File: src/rtl/accum_pkg.sv
// ============================================================================
// Module : accum_pkg
// Brief  : Shared types and defaults for the product accumulator.
// Rev    : 1.0 - initial release
// ============================================================================
`default_nettype none

package accum_pkg;

  localparam int unsigned DEF_N     = 5;
  localparam int unsigned DEF_ACC_W = 16;
  localparam int unsigned DEF_CNT_W = 4;

  typedef enum logic [1:0] {
    IDLE  = 2'd0,
    ACCUM = 2'd1,
    HOLD  = 2'd2
  } state_e;

  // The accumulator must be wide enough to hold a single full product.
  function automatic bit acc_width_ok(input int unsigned n, input int unsigned acc_w);
    return acc_w >= 2 * n;
  endfunction

  localparam bit DEF_WIDTH_OK = acc_width_ok(DEF_N, DEF_ACC_W);

endpackage

`default_nettype wire

File: src/rtl/acc_adder.sv
// ============================================================================
// Module : acc_adder
// Brief  : ACC_W adder returning next sum and carry; clamps when ACC_SATURATE_EN.
// Rev    : 1.0 - initial release
// ============================================================================
`default_nettype none

module acc_adder
  import accum_pkg::*;
#(
  parameter int unsigned ACC_W = DEF_ACC_W
) (
  input  logic [ACC_W-1:0] i_acc,
  input  logic [ACC_W-1:0] i_addend,
  output logic [ACC_W-1:0] o_sum,
  output logic             o_carry
);

  logic [ACC_W:0] raw_sum;

  always_comb begin
    raw_sum = {1'b0, i_acc} + {1'b0, i_addend};
    o_carry = raw_sum[ACC_W];
`ifdef ACC_SATURATE_EN
    // Once at full scale any further non-zero add carries again, so it sticks.
    o_sum   = o_carry ? {ACC_W{1'b1}} : raw_sum[ACC_W-1:0];
`else
    o_sum   = raw_sum[ACC_W-1:0];
`endif
  end

endmodule

`default_nettype wire

File: src/rtl/product_accumulator.sv
// ============================================================================
// Module : product_accumulator
// Brief  : Streams multiplier products into a batch sum with count/overflow.
//          Optional macro ACC_SATURATE_EN selects clamping instead of wrap.
// Rev    : 1.0 - initial release
// ============================================================================
`default_nettype none

module product_accumulator
  import accum_pkg::*;
#(
  parameter int unsigned N     = DEF_N,
  parameter int unsigned ACC_W = DEF_ACC_W,
  parameter int unsigned CNT_W = DEF_CNT_W
) (
  input  logic             clk,
  input  logic             rst,
  input  logic             in_valid,
  output logic             in_ready,
  input  logic [2*N-1:0]   product,
  input  logic             in_last,
  output logic             out_valid,
  input  logic             out_ready,
  output logic [ACC_W-1:0] acc_out,
  output logic [CNT_W-1:0] term_count,
  output logic             overflow
);

  if (!acc_width_ok(N, ACC_W)) begin : g_width_check
    $error("product_accumulator: ACC_W must be at least 2*N");
  end

  state_e           state_q, state_d;
  logic [ACC_W-1:0] acc_q, acc_d;
  logic [CNT_W-1:0] cnt_q, cnt_d;
  logic             ovf_q, ovf_d;

  logic [ACC_W-1:0] sum;
  logic             carry;
  logic             beat;

  acc_adder #(
    .ACC_W (ACC_W)
  ) u_adder (
    .i_acc    (acc_q),
    .i_addend (ACC_W'(product)),
    .o_sum    (sum),
    .o_carry  (carry)
  );

  assign beat = in_valid && (state_q != HOLD);

  always_ff @(posedge clk) begin
    if (rst) begin
      state_q <= IDLE;
      acc_q   <= '0;
      cnt_q   <= '0;
      ovf_q   <= 1'b0;
    end else begin
      state_q <= state_d;
      acc_q   <= acc_d;
      cnt_q   <= cnt_d;
      ovf_q   <= ovf_d;
    end
  end

  always_comb begin
    state_d = state_q;
    acc_d   = acc_q;
    cnt_d   = cnt_q;
    ovf_d   = ovf_q;
    unique case (state_q)
      IDLE, ACCUM: begin
        if (beat) begin
          acc_d   = sum;
          cnt_d   = (cnt_q == {CNT_W{1'b1}}) ? cnt_q : cnt_q + CNT_W'(1);
          ovf_d   = ovf_q | carry;
          state_d = in_last ? HOLD : ACCUM;
        end
      end
      HOLD: begin
        // Clearing on the consume edge lets IDLE start the next batch from zero.
        if (out_ready) begin
          acc_d   = '0;
          cnt_d   = '0;
          ovf_d   = 1'b0;
          state_d = IDLE;
        end
      end
      default: begin
        acc_d   = '0;
        cnt_d   = '0;
        ovf_d   = 1'b0;
        state_d = IDLE;
      end
    endcase
  end

  always_comb begin
    in_ready   = (state_q != HOLD);
    out_valid  = (state_q == HOLD);
    acc_out    = acc_q;
    term_count = cnt_q;
    overflow   = ovf_q;
  end

endmodule

`default_nettype wire
File: config.mk
export PLATFORM = sky130hd
export DESIGN_NAME = product_accumulator
export DESIGN_NICKNAME = d
export VERILOG_FILES = /design/src/rtl/accum_pkg.sv /design/src/rtl/acc_adder.sv /design/src/rtl/product_accumulator.sv
export SDC_FILE = /design/constraint.sdc
export NUM_CORES = 1
export LEC_CHECK = 0
export BUFFER_PORTS_ARGS = -buffer_cell sky130_fd_sc_hd__buf_4
export CAP_MARGIN = 25
export CORE_MARGIN = 2
export CORE_UTILIZATION = 45
export CTS_CLUSTER_DIAMETER = 100
export DETAILED_ROUTE_END_ITERATION = 6
export GPL_TIMING_DRIVEN = 0
export PLACE_DENSITY = 0.69
export SLEW_MARGIN = 20
export SYNTH_ARGS = -nofsm -noshare
export SYNTH_HDL_FRONTEND = slang
export SYNTH_SLANG_ARGS = --single-unit
File: constraint.sdc
create_clock -name clk -period 2.7 [get_ports clk]
set_clock_uncertainty 0.15 [all_clocks]
set_input_delay 0.405 -clock clk [delete_from_list [all_inputs] [get_ports clk]]
set_output_delay 0.405 -clock clk [all_outputs]
set_load 0.02 [all_outputs]
* Yosys cells after proc, flatten, opt, wreduce, memory -nomap -nowiden
Cells that the tools add are included.
** Word-level totals
- Bits in registers :: 23
- Bits of input ports :: 15
- Output and inout bits :: 23
** Operators by class
- Reduce and logical (&&, ||, !) cells :: 5
- Equal/unequal tests :: 7
- Bitwise logic cells :: 1
- Add/sub/neg operators :: 2
- Multiplexer cells :: 14
** Operators with widths (number)
- $mux W16 :: 2
- $pmux W16 S2 :: 1
- $add A16 B10 Y17 :: 1
- $mux W4 :: 3
- $pmux W4 S2 :: 1
- $mux W2 :: 3
- $ne A2 B2 Y1 const B :: 3
- $add A4 B1 Y4 const B :: 1
- $eq A4 B4 Y1 const B :: 1
- $pmux W2 S2 :: 1
- $reduce_and A3 Y1 :: 1
- $eq A2 B1 Y1 const B :: 1
- $eq A2 B2 Y1 const B :: 1
- $logic_not A2 Y1 :: 1
- $mux W1 :: 2
- $ne A2 B1 Y1 const B :: 1
- $pmux W1 S2 :: 1
- $reduce_and A2 Y1 :: 1
- $reduce_or A2 Y1 :: 1
- $logic_and A1 B1 Y1 :: 1
- $or A1 B1 Y1 :: 1

* Longest topological paths before layout
- Depth after elaboration :: 4
- Gate-level depth with buffers :: 8
- Mapped depth without buffers :: 8

* Cells and area by module
A second synthesis with hierarchy kept.
** Second synthesis, totals
- Cell total of the unflattened synthesis :: 223
- Area, all modules :: 1880.6 sq um
** By module, submodules not included
- product_accumulator :: instances 1, area each 1024.7 sq um, cells an instance 113
- acc_adder :: instances 1, area each 855.8 sq um, cells an instance 110

* Least setup slack after synthesis
OpenSTA, ideal clock, no wires.
- Path kind :: register to register
- From :: register acc_q[0] (netlist: acc_out[0])
- To :: register ovf_q (netlist: overflow)
- Data arrival time :: 1.954 ns
- Setup time :: 0.096 ns
- Buffers on the path :: 0
- Cell stages (with the launch flop) :: 9
- Setup slack :: 0.500 ns
- Required time :: 2.454 ns
- Clock period less this slack :: 2.200 ns
- Path through :: dfxtp_1 > ha_1 > inv_1 > fa_1 > nand2b_1 > a21o_1 > nand3_1 > a21oi_2 > o41ai_2
** On the way
- Cells in the longest elaborated chain, start to end :: 4
** RTL lines
- start, declared :: line product_accumulator.sv:34 : logic [ACC_W-1:0] acc_q, acc_d;
- start signal, assigned :: line product_accumulator.sv:56 : acc_q <= '0;
- start signal, assigned :: line product_accumulator.sv:61 : acc_q <= acc_d;
- $add A16 B10 Y17 :: line acc_adder.sv:22 : raw_sum = {1'b0, i_acc} + {1'b0, i_addend};
- $or A1 B1 Y1 :: line product_accumulator.sv:77 : ovf_d = ovf_q | carry;
- $mux W1 :: line product_accumulator.sv:74 : if (beat) begin
- $pmux W1 S2 :: line product_accumulator.sv:72 : unique case (state_q)
- end signal, assigned :: line product_accumulator.sv:63 : ovf_q <= ovf_d;
- end, declared :: line product_accumulator.sv:36 : logic ovf_q, ovf_d;
No other way between the ends. The select of a mux whose other input is x is not followed.
A chain may end at the register's enable or synchronous reset.

* Worst setup path after layout
Ends and elaborated chain as after synthesis.

==> flow_metrics.tcl <==
set metrics [dict create \
    synthTopCellsByArea "dfxtp_1 29%, ha_1 8.6%, a21oi_1 5.9%" \
    drtAntennaViolNets 0 \
    num-fill-cells 324 \
    worstSkewPairLatency_ns 0.32 \
    hpwl_um 2800 \
    final_nets 265 \
    finalHoldViolCount 0 \
    worstPathRequired_ns 2.78 \
    gp_congestion 0.826 \
    place_area_um2 1930 \
    hold_class "in -> reg" \
    die-width_um 63.7 \
    via_per_inst 5.59 \
    firstDrtPassIters 4 \
    reg2reg_depth 8 \
    root_buffer "clkbuf_4" \
    drt_iter0_markers 135 \
    post-route-drc-count 0 \
    r2r_slack_ns 0.40 \
    n_antenna_cell 0 \
    final_max_slew_viol_count 0 \
    ys_types 54 \
    setup.worst_path.end_class "flop" \
    drive_above_1_share 0.232 \
    min_period_ns 2.30 \
    path_cells "ha_1 > inv_1 > fa_1 > nand2b_1 > a21o_1 > nand3_1 > a21oi_2 > o41ai_2" \
    rsz0062_at_grt "no" \
    path_clk_slew_ns 0.14 \
    cts_made_buffers 3 \
    cp_max_fo 4 \
    ys_ff_latch 23 \
    max-cap-violations 0 \
    hold_path_startpoint "in_last" \
    leakage_nw 0.852 \
    cts_hold_buf 0 \
    hold_depth 2 \
    synth_nets 224 \
    netlist_instances 197 \
    cp.arrival_ns 2.38 \
    core_um2 3390 \
    irDropWorstVdd_mv 0.241 \
    postRouteWirelength_um 3760 \
    powerDensity_nw_per_um2 459 \
    worstReg2RegEnd "overflow" \
    grt_pass1_wl_um 6280 \
    yosysWarnings 0 \
    postCtsSetupBuffers 0 \
    hold_end "state_q[0]" \
    syn-cell-area_um2 1600 \
    worstReg2RegStart "acc_out[0]" \
    htreeDepth 1 \
    fmax_ghz 0.434 \
    max_stage_delay_ns 0.39 \
    rows 21 \
    grt_max_degree 14 \
    slew_headroom 0.467 \
    fin_area_um2 1960 \
    synth-main-ff-cell "dfxtp_1" \
    synth_top_area_cell "dfxtp_1" \
    finalPower_uw 898 \
    antenna_found_initial 0 \
    clock_sinks 23 \
    setup_violations 0 \
    ios 38 \
    wl_per_cell_um 13.3 \
    gr-total-overflow 0 \
    synth_edf_count 0 \
    synth_top_area_share 0.287 \
    vias 1582 \
    grt_use_total 0.195 \
    status "completed" \
    start_util 0.473 \
    dieHeight_um 63.7 \
    cts_resized 0 \
    timing.final.crit_share 0.853 \
    clk_path_buf_depth 2 \
    critPathLaunchType "flop" \
    io_buffers 36 \
    async_flop_share 0 \
    tightest_slew_ns 0.798 \
    first_global_vias 1369 \
    criticalPathCategory "reg -> reg" \
    tns_ns 0 \
    cts_tree "built" \
    avgSynthCellArea_um2 8.14 \
    die_area_um2 4060 \
    synthToLayoutAreaGrowth_pct 22.2 \
    seq_area_frac_synth 0.287 \
    slowest_stage "dfxtp_1" \
]
worst max-delay path by stage:
stage                     startpoint  endpoint  slack, ns  depth (start not counted)
after floorplan           acc_out[0]  overflow       0.50                          8
after global placement    product[0]  overflow       0.29                          9
after detailed placement  product[0]  overflow       0.31                          9
after CTS                 acc_out[0]  overflow       0.39                          8
after global routing      acc_out[0]  overflow       0.26                          8
final                     acc_out[0]  overflow       0.40                          8
cells by family after synthesis:
kind of cell,after synthesis,share of synthesized area
fa+ha+maj,12,0.0984
compound gates,62,0.265
flops,23,0.287
buf+inv,14,0.0531
xor+xnor,7,0.0383
simple gates,78,0.251
mux,1,0.00625
Yosys cell counts (2+ instances only):
cell / number
xnor2_1: 6
and2_1: 2
o21ai_0: 9
nand3_1: 13
nor3_1: 10
nand2_1: 15
a31oi_1: 4
a22o_1: 4
nor2_1: 12
a21oi_1: 19
or3_1: 3
nand2b_1: 4
ha_1: 11
a211oi_2: 2
o211a_1: 2
o211ai_1: 3
nor3b_1: 2
nor4_1: 2
or3b_1: 2
inv_1: 8
dfxtp_1: 23
clkbuf_8: 2
a21o_1: 4
nand4_1: 5
cell type report:
cell class | instances | area [µm²] | share of cell area
plain buffers | 6 | 55.1 | 0.0281
flip-flops and latches | 23 | 460 | 0.235
repair buffers | 36 | 270 | 0.138
multi-input cells | 160 | 1060 | 0.540
clock inverters | 1 | 5.00 | 0.00256
inverters | 8 | 30.0 | 0.0153
clock buffers | 3 | 22.5 | 0.0115
well taps | 46 | 57.6 | 0.0294
registers in the layout, summed over array words and instances (netlist names):
register	count
acc_out	16
term_count	4
state_q	2
overflow	1
worst max-delay path: cells and delay by family (launching register included):
family / cells / cell delay (ns)
compound gates: 3 / 0.62
fa+ha+maj: 2 / 0.61
buf+inv: 1 / 0.07
flops: 1 / 0.39
simple gates: 2 / 0.37
power breakdown:
| group | switching [mW] | internal, mW |
|---|---|---|
| sequential | 0.0223 | 0.364 |
| combinational | 0.190 | 0.151 |
| clock | 0.115 | 0.0555 |
| total | 0.327 | 0.571 |
cells in the final DEF, fill, tap and decap left out, types with 2 or more instances in the layout:
cell type  synthesis  final
nor3b_1            2      2
nand3_1           13     13
nor2_1            12     12
nand2_1           15     15
clkbuf_8           2      2
nor3_1            10     10
ha_1              11     11
nand2b_1           4      4
buf_4              1     37
and2_1             2      2
o211ai_1           3      3
a21oi_1           19     19
nor4_1             2      2
inv_1              8      8
dfxtp_1           23     23
or3_1              3      3
a21o_1             4      4
clkbuf_4           0      3
o211a_1            2      2
nand4_1            5      5
xnor2_1            6      6
or3b_1             2      2
a31oi_1            4      4
a211oi_2           2      2
a22o_1             4      4
o21ai_0            9      9
metal layers:
| metal | track usage | part of all wire |
|---|---|---|
| met2 | 0.296 | 0.44 |
| met3 | 0.0339 | 0.046 |
| met4 | 0.0571 | 0.0064 |
| met5 | 0 | 0 |
| met1 | 0.280 | 0.50 |
stage by stage:
stage	util	worst slack [ns]	cells	hold slack [ns]
after floorplan	-	0.500	197	0.354
after global placement	0.570	0.294	279	0.300
after detailed placement	0.570	0.310	279	0.306
after CTS	0.578	0.391	283	0.115
after global routing	0.578	0.261	283	0.144
final	0.578	0.396	283	0.136
No activity file was read; power rests on OpenSTA's default activity.
